File: src/rtl/alu_share_arbiter_if.sv
// Bundle of requester, ALU-side and response signals for alu_share_arbiter.
// slave: the arbiter's view; master: the surrounding requesters/ALU/bench.
interface alu_share_arbiter_if;
   logic        req0_valid_i;
   logic        req0_ready_o;
   logic [31:0] req0_data1_i;
   logic [31:0] req0_data2_i;
   logic [2:0]  req0_ctrl_i;
   logic        req1_valid_i;
   logic        req1_ready_o;
   logic [31:0] req1_data1_i;
   logic [31:0] req1_data2_i;
   logic [2:0]  req1_ctrl_i;
   logic [31:0] alu_data1_o;
   logic [31:0] alu_data2_o;
   logic [2:0]  alu_ctrl_o;
   logic [31:0] alu_result_i;
   logic        rsp0_valid_o;
   logic        rsp1_valid_o;
   logic [31:0] rsp_data_o;
   logic        rsp_zero_o;
   logic        busy_o;

   modport slave (
      input  req0_valid_i, req0_data1_i, req0_data2_i, req0_ctrl_i,
      input  req1_valid_i, req1_data1_i, req1_data2_i, req1_ctrl_i,
      input  alu_result_i,
      output req0_ready_o, req1_ready_o,
      output alu_data1_o, alu_data2_o, alu_ctrl_o,
      output rsp0_valid_o, rsp1_valid_o, rsp_data_o, rsp_zero_o, busy_o
   );

   modport master (
      output req0_valid_i, req0_data1_i, req0_data2_i, req0_ctrl_i,
      output req1_valid_i, req1_data1_i, req1_data2_i, req1_ctrl_i,
      output alu_result_i,
      input  req0_ready_o, req1_ready_o,
      input  alu_data1_o, alu_data2_o, alu_ctrl_o,
      input  rsp0_valid_o, rsp1_valid_o, rsp_data_o, rsp_zero_o, busy_o
   );
endinterface

File: src/rtl/alu_share_arbiter.sv
// Round-robin sharing of one combinational ALU between two requesters.
// Winning operands are registered and held for the op latency (MUL_LAT for
// multiply, one cycle otherwise); the result is captured into a response
// register with a one-cycle valid pulse to the owning requester.
module alu_share_arbiter #(
   parameter int unsigned MUL_LAT = 3,
   parameter int unsigned CNT_W   = 4
) (
   input logic               clk_i,
   input logic               rst_i,
   alu_share_arbiter_if.slave bus
);

   typedef enum logic {IDLE, EXEC} state_t;

   localparam logic [2:0] CTRL_MUL = 3'b100;

   state_t             state_q, state_d;
   logic               last_grant_q;
   logic               owner_q;
   logic [CNT_W-1:0]   cnt_q;
   logic [31:0]        alu_data1_q, alu_data2_q;
   logic [2:0]         alu_ctrl_q;
   logic [31:0]        rsp_data_q;
   logic               rsp_zero_q;
   logic               rsp0_valid_q, rsp1_valid_q;

   logic               grant0, grant1;
   logic               ready0, ready1;
   logic               accept;
   logic               complete;
   logic [31:0]        win_data1, win_data2;
   logic [2:0]         win_ctrl;
   logic [CNT_W-1:0]   cnt_load;

   // Round-robin grant: a lone valid wins, a tie goes opposite last_grant.
   always_comb begin
      grant0 = bus.req0_valid_i & (~bus.req1_valid_i | last_grant_q);
      grant1 = bus.req1_valid_i & (~bus.req0_valid_i | ~last_grant_q);
      ready0 = (state_q == IDLE) & grant0;
      ready1 = (state_q == IDLE) & grant1;
      accept = ready0 | ready1;
      complete = (state_q == EXEC) && (cnt_q == '0);
      win_data1 = ready1 ? bus.req1_data1_i : bus.req0_data1_i;
      win_data2 = ready1 ? bus.req1_data2_i : bus.req0_data2_i;
      win_ctrl  = ready1 ? bus.req1_ctrl_i  : bus.req0_ctrl_i;
      cnt_load  = (win_ctrl == CTRL_MUL) ? CNT_W'(MUL_LAT - 1) : '0;
   end

   // Next-state logic: accept moves to EXEC, counter expiry returns to IDLE.
   always_comb begin
      state_d = state_q;
      case (state_q)
         IDLE:    if (accept)   state_d = EXEC;
         EXEC:    if (complete) state_d = IDLE;
         default: state_d = IDLE;
      endcase
   end

   // State register.
   always_ff @(posedge clk_i or posedge rst_i) begin
      if (rst_i) state_q <= IDLE;
      else       state_q <= state_d;
   end

   // Operand capture, latency counter and grant history.
   always_ff @(posedge clk_i or posedge rst_i) begin
      if (rst_i) begin
         alu_data1_q  <= '0;
         alu_data2_q  <= '0;
         alu_ctrl_q   <= '0;
         cnt_q        <= '0;
         last_grant_q <= 1'b1;
         owner_q      <= 1'b0;
      end else if (accept) begin
         alu_data1_q  <= win_data1;
         alu_data2_q  <= win_data2;
         alu_ctrl_q   <= win_ctrl;
         cnt_q        <= cnt_load;
         last_grant_q <= ready1;
         owner_q      <= ready1;
      end else if ((state_q == EXEC) && (cnt_q != '0)) begin
         cnt_q <= cnt_q - 1'b1;
      end
   end

   // Response capture; valid pulses are cleared on every non-completing edge.
   always_ff @(posedge clk_i or posedge rst_i) begin
      if (rst_i) begin
         rsp_data_q   <= '0;
         rsp_zero_q   <= 1'b0;
         rsp0_valid_q <= 1'b0;
         rsp1_valid_q <= 1'b0;
      end else begin
         rsp0_valid_q <= complete & ~owner_q;
         rsp1_valid_q <= complete & owner_q;
         if (complete) begin
            rsp_data_q <= bus.alu_result_i;
            rsp_zero_q <= (bus.alu_result_i == '0);
         end
      end
   end

   assign bus.req0_ready_o = ready0;
   assign bus.req1_ready_o = ready1;
   assign bus.alu_data1_o  = alu_data1_q;
   assign bus.alu_data2_o  = alu_data2_q;
   assign bus.alu_ctrl_o   = alu_ctrl_q;
   assign bus.rsp0_valid_o = rsp0_valid_q;
   assign bus.rsp1_valid_o = rsp1_valid_q;
   assign bus.rsp_data_o   = rsp_data_q;
   assign bus.rsp_zero_o   = rsp_zero_q;
   assign bus.busy_o       = (state_q == EXEC);

endmodule

File: src/flat_wrapper.sv
// flat-port wrapper written by rule: the top's interface ports become plain ports
module alu_share_arbiter_flat 
#(
   parameter int unsigned MUL_LAT = 3,
   parameter int unsigned CNT_W   = 4
)
  (clk_i, rst_i, bus_req0_valid_i, bus_req0_data1_i, bus_req0_data2_i, bus_req0_ctrl_i, bus_req1_valid_i, bus_req1_data1_i, bus_req1_data2_i, bus_req1_ctrl_i, bus_alu_result_i, bus_req0_ready_o, bus_req1_ready_o, bus_alu_data1_o, bus_alu_data2_o, bus_alu_ctrl_o, bus_rsp0_valid_o, bus_rsp1_valid_o, bus_rsp_data_o, bus_rsp_zero_o, bus_busy_o);
  alu_share_arbiter_if bus_i ();
  input logic clk_i;
  input logic rst_i;
  input wire logic [$bits(bus_i.req0_valid_i)-1:0] bus_req0_valid_i;
  input wire logic [$bits(bus_i.req0_data1_i)-1:0] bus_req0_data1_i;
  input wire logic [$bits(bus_i.req0_data2_i)-1:0] bus_req0_data2_i;
  input wire logic [$bits(bus_i.req0_ctrl_i)-1:0] bus_req0_ctrl_i;
  input wire logic [$bits(bus_i.req1_valid_i)-1:0] bus_req1_valid_i;
  input wire logic [$bits(bus_i.req1_data1_i)-1:0] bus_req1_data1_i;
  input wire logic [$bits(bus_i.req1_data2_i)-1:0] bus_req1_data2_i;
  input wire logic [$bits(bus_i.req1_ctrl_i)-1:0] bus_req1_ctrl_i;
  input wire logic [$bits(bus_i.alu_result_i)-1:0] bus_alu_result_i;
  output wire logic [$bits(bus_i.req0_ready_o)-1:0] bus_req0_ready_o;
  output wire logic [$bits(bus_i.req1_ready_o)-1:0] bus_req1_ready_o;
  output wire logic [$bits(bus_i.alu_data1_o)-1:0] bus_alu_data1_o;
  output wire logic [$bits(bus_i.alu_data2_o)-1:0] bus_alu_data2_o;
  output wire logic [$bits(bus_i.alu_ctrl_o)-1:0] bus_alu_ctrl_o;
  output wire logic [$bits(bus_i.rsp0_valid_o)-1:0] bus_rsp0_valid_o;
  output wire logic [$bits(bus_i.rsp1_valid_o)-1:0] bus_rsp1_valid_o;
  output wire logic [$bits(bus_i.rsp_data_o)-1:0] bus_rsp_data_o;
  output wire logic [$bits(bus_i.rsp_zero_o)-1:0] bus_rsp_zero_o;
  output wire logic [$bits(bus_i.busy_o)-1:0] bus_busy_o;
  assign bus_i.req0_valid_i = bus_req0_valid_i;
  assign bus_i.req0_data1_i = bus_req0_data1_i;
  assign bus_i.req0_data2_i = bus_req0_data2_i;
  assign bus_i.req0_ctrl_i = bus_req0_ctrl_i;
  assign bus_i.req1_valid_i = bus_req1_valid_i;
  assign bus_i.req1_data1_i = bus_req1_data1_i;
  assign bus_i.req1_data2_i = bus_req1_data2_i;
  assign bus_i.req1_ctrl_i = bus_req1_ctrl_i;
  assign bus_i.alu_result_i = bus_alu_result_i;
  assign bus_req0_ready_o = bus_i.req0_ready_o;
  assign bus_req1_ready_o = bus_i.req1_ready_o;
  assign bus_alu_data1_o = bus_i.alu_data1_o;
  assign bus_alu_data2_o = bus_i.alu_data2_o;
  assign bus_alu_ctrl_o = bus_i.alu_ctrl_o;
  assign bus_rsp0_valid_o = bus_i.rsp0_valid_o;
  assign bus_rsp1_valid_o = bus_i.rsp1_valid_o;
  assign bus_rsp_data_o = bus_i.rsp_data_o;
  assign bus_rsp_zero_o = bus_i.rsp_zero_o;
  assign bus_busy_o = bus_i.busy_o;
  alu_share_arbiter #(.MUL_LAT(MUL_LAT), .CNT_W(CNT_W)) u_core (.clk_i(clk_i), .rst_i(rst_i), .bus(bus_i));
endmodule
File: config.mk
export PLATFORM = sky130hd
export DESIGN_NAME = alu_share_arbiter_flat
export DESIGN_NICKNAME = d
export VERILOG_FILES = /design/src/rtl/alu_share_arbiter_if.sv /design/src/rtl/alu_share_arbiter.sv /design/src/flat_wrapper.sv
export SDC_FILE = /design/constraint.sdc
export NUM_CORES = 1
export LEC_CHECK = 0
export ABC_AREA = 1
export CAP_MARGIN = 15
export CORE_MARGIN = 2
export CORE_UTILIZATION = 26
export CTS_CLUSTER_SIZE = 40
export DETAILED_ROUTE_END_ITERATION = 8
export PLACE_DENSITY_LB_ADDON = 0.05
export SYNTH_ARGS = -nofsm -noshare
export SYNTH_HDL_FRONTEND = slang
export SYNTH_SLANG_ARGS = --single-unit
File: constraint.sdc
create_clock -name clk_i -period 3.35 [get_ports clk_i]
set_clock_uncertainty 0.05 [all_clocks]
set_input_delay 0.335 -clock clk_i [delete_from_list [all_inputs] [get_ports clk_i]]
set_output_delay 0.335 -clock clk_i [all_outputs]
set_load 0.02 [all_outputs]
==> impl_results.md <==
- I/O pin count: 275
- Setup TNS: 0 ns
- Library cells used by synthesis: 21
- Maximum fanout along the worst path: 6
- Crit-path max cell delay: 0.65 ns
- CP endpoint: bus_req1_ready_o
- Leak: 0.00347 uW
- Status: completed
- Yosys top cell by area: dfrtp_1
- # clock sinks: 109
- R2R depth: 5
- DP Worst Slack: 0.922 ns
- Total number of vias: 4724
- Die Y: 140 um
- Die W: 140 um
- Critical Path Start Type: input port
- DR iter-0 viols: 242
- Number of port buffers: 274
- Cell Area, Synth: 4820 sq um
- Area share of the largest cell type after synthesis: 56.0%
- Seq pwr share: 32.5%
- Relative slew slack: 51.7%
- Cell internal pwr: 4280 uW
- Crit-path cells: clkdlybuf4s50_1 -> nand2_1 -> nor2_4 -> clkdlybuf4s50_1
- Core Region: 18100 sq um
- Crit. Startpoint: bus_req1_valid_i
- Nets: 1000
- Critical Path End Type: output pin
- Largest net degree at the start of global routing: 80
- First drt pass iteration count: 4
- Die ar.: 19700 sq um
- Syn Nets: 744
- Post-cts sizing count: 0
- Layout cells sized above 1: 3.84%
- GP Congestion: 0.797
- Vias in the first global route: 4772
- Setup CP Type: input port to output pin
- Dpl cell area: 7740 sq um
- Most frequent cells in the layout: 274 x clkdlybuf4s50_1, 178 x nand2_1, 108 x dfrtp_1
- Vias/cell: 4.44
- Initial Util: 26.7%
- R2R Path End: u_core.bus.alu_data1_o[14]$_DFFE_PP0P_
- Combinational power share: 52.4%
- Setup slack after layout: 1.08 ns
- Min cycle time layout: 2.27 ns
- Area growth syn-to-layout: 66.6%
- Syn Area/Cell: 8.42 sq um
- First-pass GRT wire length: 24900 um
- Overflow left after global routing: 0
- Fill count: 1711
- CTS tree: yes
- Hold-fix buffers, CTS: 0
- Post-route ant nets: 0
- FF+latch area: 2730 sq um
- Hold Violations, Final: 0
- Max-slew violations: 0
- Antenna violations before repair: 0
- Top post-synthesis cells by area: dfrtp_1 56%, nand2_1 14%, a31oi_1 8.4%
- Hold Path Class: input port to asynchronous set/reset pin
- Register area share after synthesis: 56.6%
- Deepest clock path buffer count: 2
- CP Data Required Time: 2.96 ns
- Area occupied by multi-input gates: 1750 sq um
- Clock Latency Late Sink: 0.34 ns
- CP top delay family: buffers and inverters
- GRT Util Overall: 16.0%
- Residual DRC: 0
- Slowest CP cell: clkdlybuf4s50_1
- CTS root buf: clkbuf_16
- Inserted Diodes: 0
- Yosys Warn Count: 0
- Final setup fails: 0
- Power density cells: 890 nW/um^2
- Post-Syn Instances: 573
- Most used cell, CP: clkdlybuf4s50_1
- Clk pin slew, worst setup/hold paths: 0.07 ns
- Yosys reg bits: 109
- Cell area after layout: 8040 sq um
- Final WL: 15800 um
- Reg2Reg Launch Point: u_core.last_grant_q$_DFFE_PP1P_
- Sw frac: 40.1%
- H-Tree Depth: 3
- R2r setup slk: 1.29 ns
- Num CTS Buffers: 9
- Clk pwr share: 15.2%
- Commonest non-fill, non-tap cell in the layout: clkdlybuf4s50_1
- Critical Path Stages: 4
- Peak VDD IR: 360 uV
- Final HPWL DP: 11500 um
- Setup Buffers After CTS: 0
- Buf/Inv on CP: 2
- Highest Clock Rate: 441 MHz
- Max_cap viols: 0
- Drt wl/cell: 14.9 um
- RSZ-0062 raised after global routing: false
- Tcrit/Tclk final: 67.7%
- Worst EP arrival: 1.88 ns
- Row count: 49
- Total chip power: 7150 uW
- Switch Pwr: 2870 uW
- Actual slew at the worst max-slew pin: 0.724 ns
-- worst reg2reg max path: cells and delay by family, from the launching register on --
| kind | cells | cell delay (ns) |
|---|---|---|
| simple gates | 3 | 0.68 |
| flops | 1 | 0.53 |
| buf+inv | 1 | 0.53 |
| compound gates | 1 | 0.19 |
-- cells by family (layout without fill, tap and decap cells) --
kind of cell	after synthesis	after routing	synth area share, %
XOR/XNOR	1	1	0.182
flip-flops	109	109	56.6
AND/OR/NAND/NOR	279	279	22.5
multiplexers	2	2	0.467
buffers and inverters	78	339	7.60
AO/OA/AOI/OAI	103	103	12.4
adder cells (fa/ha/maj)	1	1	0.259
-- worst min path at each step --
stage,depth (start not counted),from,endpoint
2_1_floorplan,1,u_core.owner_q$_DFFE_PP0P_,u_core.bus.rsp0_valid_o$_DFF_PP0_
3_3_place_gp,1,u_core.owner_q$_DFFE_PP0P_,u_core.bus.rsp0_valid_o$_DFF_PP0_
3_5_place_dp,1,u_core.owner_q$_DFFE_PP0P_,u_core.bus.rsp0_valid_o$_DFF_PP0_
4_1_cts,2,rst_i,u_core.bus.rsp_data_o[20]$_DFFE_PP0P_
5_1_grt,2,rst_i,u_core.bus.rsp_data_o[25]$_DFFE_PP0P_
6_report,2,rst_i,u_core.bus.rsp_data_o[22]$_DFFE_PP0P_
-- stage by stage --
step	utilization, %	cells	hold slack, ns
4_1_cts	44.4	1063	0.284
5_1_grt	44.4	1063	0.324
3_3_place_gp	42.8	1047	0.363
3_5_place_dp	42.8	1047	0.368
2_1_floorplan	-	573	0.353
6_report	44.4	1063	0.281
-- flip-flops by register name (all words and copies together) (netlist names) --
signal                   flops
u_core.bus.alu_data2_o      32
u_core.bus.rsp_zero_o        1
u_core.bus.rsp0_valid_o      1
u_core.bus.rsp1_valid_o      1
u_core.bus.busy_o            1
u_core.bus.rsp_data_o       32
u_core.bus.alu_data1_o      32
u_core.bus.alu_ctrl_o        3
u_core.owner_q               1
u_core.cnt_q                 4
u_core.last_grant_q          1
-- final cells by class --
cell class	count	share of cell area [%]
clock buffer	12	3.07
clock inverter	4	0.592
inverter	42	1.99
multi-input combinational	386	21.7
sequential	109	34.0
tap	229	3.57
timing repair buffer	281	35.1
-- routing by layer --
layer / up-vias / track usage, % / routed length (um)
met5: - / 0 / 0
met4: 0 / 6.27 / 390
met3: 22 / 4.55 / 1140
met2: 169 / 26.5 / 7540
met1: 2165 / 19.7 / 6760
li1: 2368 / - / -
-- Yosys cell counts, drive strengths merged --
master / count
nand2: 179
dfrtp: 108
nor2: 86
a31oi: 65
inv: 42
o21ai: 33
buf: 30
nand4: 9
clkbuf: 6
nand3: 5
a21oi: 4
mux2: 2
dfstp: 1
ha: 1
o21a: 1
xnor2: 1
-- power groups by stage --
stage / sequential [uW] / combinational, uW / clock [uW]
2_1_floorplan: 3050 / 1290 / 0
3_3_place_gp: 2320 / 3770 / 0
3_5_place_dp: 2340 / 3800 / 0
4_1_cts: 2330 / 3810 / 1120
5_1_grt: 2410 / 4090 / 1170
6_report: 2320 / 3750 / 1080
Power figures use the tool's default switching activity.
